==> config.mk <==
export PLATFORM = sky130hd
export DESIGN_NAME = fifo_uart_tx_flat
export DESIGN_NICKNAME = d
export VERILOG_FILES = /design/src/rtl/fifo_uart_tx_if.sv /design/src/rtl/fifo_uart_tx.sv /design/src/flat_wrapper.sv
export SDC_FILE = /design/constraint.sdc
export NUM_CORES = 1
export LEC_CHECK = 0
export ABC_AREA = 1
export BUFFER_PORTS_ARGS = -buffer_cell sky130_fd_sc_hd__buf_2
export CAP_MARGIN = 20
export CORE_MARGIN = 4
export CORE_UTILIZATION = 45
export DETAILED_ROUTE_END_ITERATION = 6
export HOLD_SLACK_MARGIN = 0.08
export PLACE_DENSITY = 0.67
export SETUP_SLACK_MARGIN = 0.3
export SYNTH_ARGS = -nofsm -noshare
export SYNTH_HDL_FRONTEND = slang
export SYNTH_SLANG_ARGS = --single-unit
==> constraint.sdc <==
create_clock -name clk -period 1.6 [get_ports clk]
set_clock_uncertainty 0.15 [all_clocks]
set_input_delay 0 -clock clk [delete_from_list [all_inputs] [get_ports clk]]
set_output_delay 0 -clock clk [all_outputs]
set_load 0.02 [all_outputs]
==> src/rtl/fifo_uart_tx_if.sv <==
// Handshake bundle between the byte FIFO read port and the UART transmitter.
// master = transmitter side (drives rd_en and the serial outputs), slave = FIFO/pin side.
interface fifo_uart_tx_if;
  logic       tx_en;
  logic       empty;
  logic [7:0] dt_out;
  logic       rd_en;
  logic       tx;
  logic       busy;
  logic       frame_done;

  modport master (
    input  tx_en, empty, dt_out,
    output rd_en, tx, busy, frame_done
  );

  modport slave (
    output tx_en, empty, dt_out,
    input  rd_en, tx, busy, frame_done
  );
endinterface

==> src/rtl/fifo_uart_tx.sv <==
// FIFO-draining UART transmitter: pops one byte per frame, sends start, 8 data bits LSB first, stop.
// Define FIFO_UART_TX_PARITY_EN to insert an even-parity bit between the data bits and the stop bit.
module fifo_uart_tx #(
  parameter int unsigned CLKS_PER_BIT = 16
) (
  input  logic                  clk,
  input  logic                  rst,
  fifo_uart_tx_if.master        bus
);

  localparam int unsigned        CNT_W     = $clog2(CLKS_PER_BIT);
  localparam logic [CNT_W-1:0]   BAUD_LAST = CNT_W'(CLKS_PER_BIT - 1);

  typedef enum logic [2:0] {
    S_IDLE,
    S_FETCH,
    S_WAIT,
    S_START,
    S_DATA,
`ifdef FIFO_UART_TX_PARITY_EN
    S_PARITY,
`endif
    S_STOP
  } state_t;

  state_t           state_q, state_d;
  logic [CNT_W-1:0] baud_q, baud_d;
  logic [2:0]       bit_q, bit_d;
  logic [7:0]       shift_q, shift_d;
  logic             tx_q, tx_d;
  logic             rd_en_q, rd_en_d;
  logic             busy_q, busy_d;
  logic             frame_done_q, frame_done_d;
`ifdef FIFO_UART_TX_PARITY_EN
  logic             parity_q, parity_d;
`endif

  logic bit_end;
  logic timed;

  assign bit_end = (baud_q == BAUD_LAST);
  assign timed   = (state_q != S_IDLE) && (state_q != S_FETCH) && (state_q != S_WAIT);

  always_comb begin
    // NOTE: every signal written here gets a default first so no path leaves it unassigned (no latches).
    state_d      = state_q;
    baud_d       = '0;
    bit_d        = bit_q;
    shift_d      = shift_q;
    tx_d         = tx_q;
    rd_en_d      = 1'b0;
    frame_done_d = 1'b0;
`ifdef FIFO_UART_TX_PARITY_EN
    parity_d     = parity_q;
`endif

    if (timed) begin
      baud_d = bit_end ? '0 : baud_q + CNT_W'(1);
    end

    case (state_q)
      S_IDLE: begin
        if (bus.tx_en && !bus.empty) begin
          state_d = S_FETCH;
          rd_en_d = 1'b1;
        end
      end
      S_FETCH: state_d = S_WAIT;
      S_WAIT: begin
        // The FIFO sampled rd_en on the previous edge, so dt_out is valid now.
        shift_d  = bus.dt_out;
        tx_d     = 1'b0;
        state_d  = S_START;
`ifdef FIFO_UART_TX_PARITY_EN
        parity_d = ^bus.dt_out;
`endif
      end
      S_START: begin
        if (bit_end) begin
          state_d = S_DATA;
          tx_d    = shift_q[0];
          bit_d   = 3'd0;
        end
      end
      S_DATA: begin
        if (bit_end) begin
          if (bit_q == 3'd7) begin
`ifdef FIFO_UART_TX_PARITY_EN
            state_d = S_PARITY;
            tx_d    = parity_q;
`else
            state_d = S_STOP;
            tx_d    = 1'b1;
`endif
          end else begin
            shift_d = shift_q >> 1;
            tx_d    = shift_q[1];
            bit_d   = bit_q + 3'd1;
          end
        end
      end
`ifdef FIFO_UART_TX_PARITY_EN
      S_PARITY: begin
        if (bit_end) begin
          state_d = S_STOP;
          tx_d    = 1'b1;
        end
      end
`endif
      S_STOP: begin
        if (bit_end) begin
          state_d      = S_IDLE;
          frame_done_d = 1'b1;
        end
      end
      default: begin
        state_d = S_IDLE;
        tx_d    = 1'b1;
      end
    endcase

    busy_d = (state_d != S_IDLE);
  end

  // NOTE: state flops use non-blocking assignments so every flop samples the pre-edge values.
  always_ff @(posedge clk or posedge rst) begin
    if (rst) begin
      state_q      <= S_IDLE;
      baud_q       <= '0;
      bit_q        <= 3'd0;
      shift_q      <= 8'd0;
      tx_q         <= 1'b1;
      rd_en_q      <= 1'b0;
      busy_q       <= 1'b0;
      frame_done_q <= 1'b0;
`ifdef FIFO_UART_TX_PARITY_EN
      parity_q     <= 1'b0;
`endif
    end else begin
      state_q      <= state_d;
      baud_q       <= baud_d;
      bit_q        <= bit_d;
      shift_q      <= shift_d;
      tx_q         <= tx_d;
      rd_en_q      <= rd_en_d;
      busy_q       <= busy_d;
      frame_done_q <= frame_done_d;
`ifdef FIFO_UART_TX_PARITY_EN
      parity_q     <= parity_d;
`endif
    end
  end

  assign bus.rd_en      = rd_en_q;
  assign bus.tx         = tx_q;
  assign bus.busy       = busy_q;
  assign bus.frame_done = frame_done_q;

endmodule

==> src/flat_wrapper.sv <==
// flat-port wrapper written by rule: the top's interface ports become plain ports
module fifo_uart_tx_flat 
#(
  parameter int unsigned CLKS_PER_BIT = 16
)
  (clk, rst, bus_tx_en, bus_empty, bus_dt_out, bus_rd_en, bus_tx, bus_busy, bus_frame_done);
  fifo_uart_tx_if bus_i ();
  input  logic clk;
  input  logic rst;
  input wire logic [$bits(bus_i.tx_en)-1:0] bus_tx_en;
  input wire logic [$bits(bus_i.empty)-1:0] bus_empty;
  input wire logic [$bits(bus_i.dt_out)-1:0] bus_dt_out;
  output wire logic [$bits(bus_i.rd_en)-1:0] bus_rd_en;
  output wire logic [$bits(bus_i.tx)-1:0] bus_tx;
  output wire logic [$bits(bus_i.busy)-1:0] bus_busy;
  output wire logic [$bits(bus_i.frame_done)-1:0] bus_frame_done;
  assign bus_i.tx_en = bus_tx_en;
  assign bus_i.empty = bus_empty;
  assign bus_i.dt_out = bus_dt_out;
  assign bus_rd_en = bus_i.rd_en;
  assign bus_tx = bus_i.tx;
  assign bus_busy = bus_i.busy;
  assign bus_frame_done = bus_i.frame_done;
  fifo_uart_tx #(.CLKS_PER_BIT(CLKS_PER_BIT)) u_core (.clk(clk), .rst(rst), .bus(bus_i));
endmodule
==> flow_summary.json <==
{
  "max_cap_viol_count": 0,
  "viasPerCell": 4.978,
  "r2r_setup_slack_ns": 0.07,
  "crit_path_max_fanout": 4,
  "tns_ns": 0,
  "fin_nets": 214,
  "cts_root_buf": "clkbuf_4",
  "rr_worst_depth": 6,
  "grt_overflow": 0,
  "maxSlewViolCount": 0,
  "syn-cell-area_um2": 1170,
  "ys_top_cells_by_area": "dfrtp_1, nand2_1, nand3_1, inv_1, ha_1",
  "relSlewSlack_pct": 81.53,
  "worstReg2RegEnd": "u_core.shift_q[5]",
  "p_comb_share_pct": 7.7,
  "critPathMaxStageDelay_ns": 0.41,
  "critPathTopFamily": "flip-flops",
  "async_flop_share_pct": 100.0,
  "drive_above_1_share_pct": 38.38,
  "grt_use_met2_pct": 27.76,
  "hold_slack_ns": 0.1087,
  "hold_viol_final": 0,
  "synth_edf_count": 0,
  "placedCellCount": 194,
  "synth-seq-cells": 22,
  "gp_congestion": 0.9051,
  "grt_use_total_pct": 16.99,
  "p_leak_nw": 0.8912,
  "drtIter0Drc": 46,
  "avgSynthCellArea_um2": 7.905,
  "yosys.area.top_type": "dfrtp_1",
  "fmaxAchievable_ghz": 0.6519,
  "cts.sinks": 22,
  "p_switching_mw": 0.2102,
  "drtPass1Iterations": 4,
  "wl_per_cell_um": 13.03,
  "grt_pass1_wl_um": 4609,
  "cts_buffers": 3,
  "synth.top_cell.area_share_pct": 44.92,
  "critPathRequiredTime_ns": 1.71,
  "die_w_um": 58.99,
  "die_h_um": 58.99,
  "outcome": "complete, no violations",
  "synth_cell_types": 22,
  "diodes": 0,
  "critPathLaunchType": "flip-flop",
  "grtUsageMet1_pct": 23.07,
  "power_frac_seq_pct": 62.9,
  "synth_common_cells": "nand2_1, dfrtp_1, nand3_1",
  "synth_cells": 148,
  "min_path_type": "in2async",
  "crit_chain": "ha_2 -> ha_4 -> o21ai_4 -> buf_4 -> nand3_1 -> nand2_1",
  "finalWirelength_um": 2970,
  "min_period_ns": 1.534,
  "syn_nets": 163,
  "initial_core_util_pct": 47.22,
  "coreArea_um2": 2477,
  "r2r_start": "u_core.bit_q[1]",
  "drc": 0,
  "grt_pass1_vias": 1080,
  "peakVddDrop_mv": 0.4829,
  "synth_most_common_cell": "nand2_1",
  "io_pins": 16,
  "port_buffers": 15,
  "via_count": 1135,
  "antenna_found_initial": 0,
  "path_clk_slew_ns": 0.12,
  "rsz0062_at_grt": "true",
  "yosysSeqAreaShare_pct": 47.17,
  "ys.flop_type": "dfrtp_1",
  "clk_latency_ns": 0.31,
  "crit_buf_inv": 1,
  "htreeDepth": 1,
  "critPathCaptureType": "flip-flop",
  "rows": 18,
  "yosys_warnings": 0,
  "path_class": "reg2reg",
  "power_density_nw_per_um2": 532.4,
  "crit_start": "u_core.bit_q[1]",
  "finalCritPeriodShare_pct": 95.88,
  "die_area_um2": 3479,
  "postRouteAntennaNets": 0,
  "pwr-share-clk_pct": 29.5,
  "layout-area-overhead-vs-synth_pct": 46.52,
  "grt_max_degree": 23,
  "place_hpwl_um": 1771,
  "cts_tree": "done",
  "crit_path_top_delay_cell": "dfrtp_1",
  "p_int_mw": 0.7024,
  "fill_cells": 198,
  "worst_pin_slew_ns": 0.2771,
  "cts.path.max_buffers": 2,
  "setup_viol": 0,
  "gr-usage-met3_pct": 2.832,
  "switching_share_pct": 23.03,
  "crit_arrival_ns": 1.65,
  "final_cells": 228,
  "grt-busiest-layer": "met2"
}
power by group through the flow:
stage          registers, mW  clock network, mW  logic, mW
2_1_floorplan          0.583                  0     0.0238
3_3_place_gp           0.583                  0     0.0469
3_5_place_dp           0.584                  0     0.0486
4_1_cts                0.573              0.278     0.0701
5_1_grt                0.575              0.303     0.0786
6_report               0.574              0.269     0.0701
layer usage:
metal  vias to the layer above  share of wire [%]
li1                        565                  -
met4                         0               0.98
met3                         4                4.3
met5                         -                  0
met2                        28                 53
met1                       538                 42
kinds of logic after synthesis:
kind of cell	synth area share [%]
xor gates and xnor gates	0.7488
AOI/OAI and AO/OA	6.738
adders and majority gates	3.209
buffers and inverters	8.235
DFF	47.17
and+or+nand+nor	33.90
through the flow:
| stage | power, mW | utilization, % | cell area [µm²] | worst slack, ns |
|---|---|---|---|---|
| 2_1_floorplan | 0.6072 | - | 1205 | 0.2072 |
| 3_3_place_gp | 0.6303 | 53.18 | 1318 | 0.1388 |
| 3_5_place_dp | 0.6322 | 53.18 | 1318 | 0.08612 |
| 4_1_cts | 0.9207 | 62.78 | 1555 | 0.08978 |
| 5_1_grt | 0.9573 | 69.19 | 1714 | 0.01032 |
| 6_report | 0.9127 | 69.19 | 1714 | 0.06596 |
layout by cell type (no fill, tap or decap), types with 4 or more instances in the layout:
master and n:
buf_4 16, dfrtp_1 19, nand3_1 13, buf_2 15, nor2_2 4, inv_1 12, nand2_2 8, dlygate4sd3_1 11
nor2_1 6, o21ai_1 7, buf_6 7, nand2_1 46, nand3_2 4
flip-flops by register name, summed over array words and instances, names as in the netlist:
signal / flops
u_core.shift_q: 8
u_core.baud_q: 4
u_core.bit_q: 3
u_core.state_q: 3
u_core.bus.busy: 1
u_core.bus.frame_done: 1
u_core.bus.rd_en: 1
u_core.bus.tx: 1
what timing repair did:
item / in CTS / in global routing
pin swaps: 14 / 14
endpoints found under the hold margin: 32 / 0
resized for setup: 6 / 34
endpoints found under the setup margin: 17 / 19
hold buffers: 11 / 0
buffers inserted: 11 / 8
layout make-up:
| class | instances | area [µm²] | area share [%] |
|---|---|---|---|
| well taps | 30 | 37.54 | 2.190 |
| flip-flops and latches | 22 | 554.3 | 32.34 |
| repair buffers | 49 | 384.1 | 22.41 |
| clock buffers | 4 | 26.28 | 1.533 |
| multi-input cells | 106 | 640.6 | 37.37 |
| inverters | 17 | 71.32 | 4.161 |
worst reg2reg max path: stages (launching register included):
cell     delay [ns]
dfrtp_1        0.41
ha_2           0.21
ha_4           0.18
o21ai_4        0.23
buf_4          0.16
nand3_1        0.09
nand2_1        0.08
how the worst max path moves through the flow:
stage | slack (ns) | to | cells after the start
2_1_floorplan | 0.21 | u_core.shift_q[0] | 6
3_3_place_gp | 0.14 | u_core.shift_q[0] | 6
3_5_place_dp | 0.09 | u_core.shift_q[3] | 6
4_1_cts | 0.09 | u_core.shift_q[3] | 6
5_1_grt | 0.01 | u_core.bus.busy | 7
6_report | 0.07 | u_core.shift_q[5] | 6
Power figures use the tool's default switching activity.
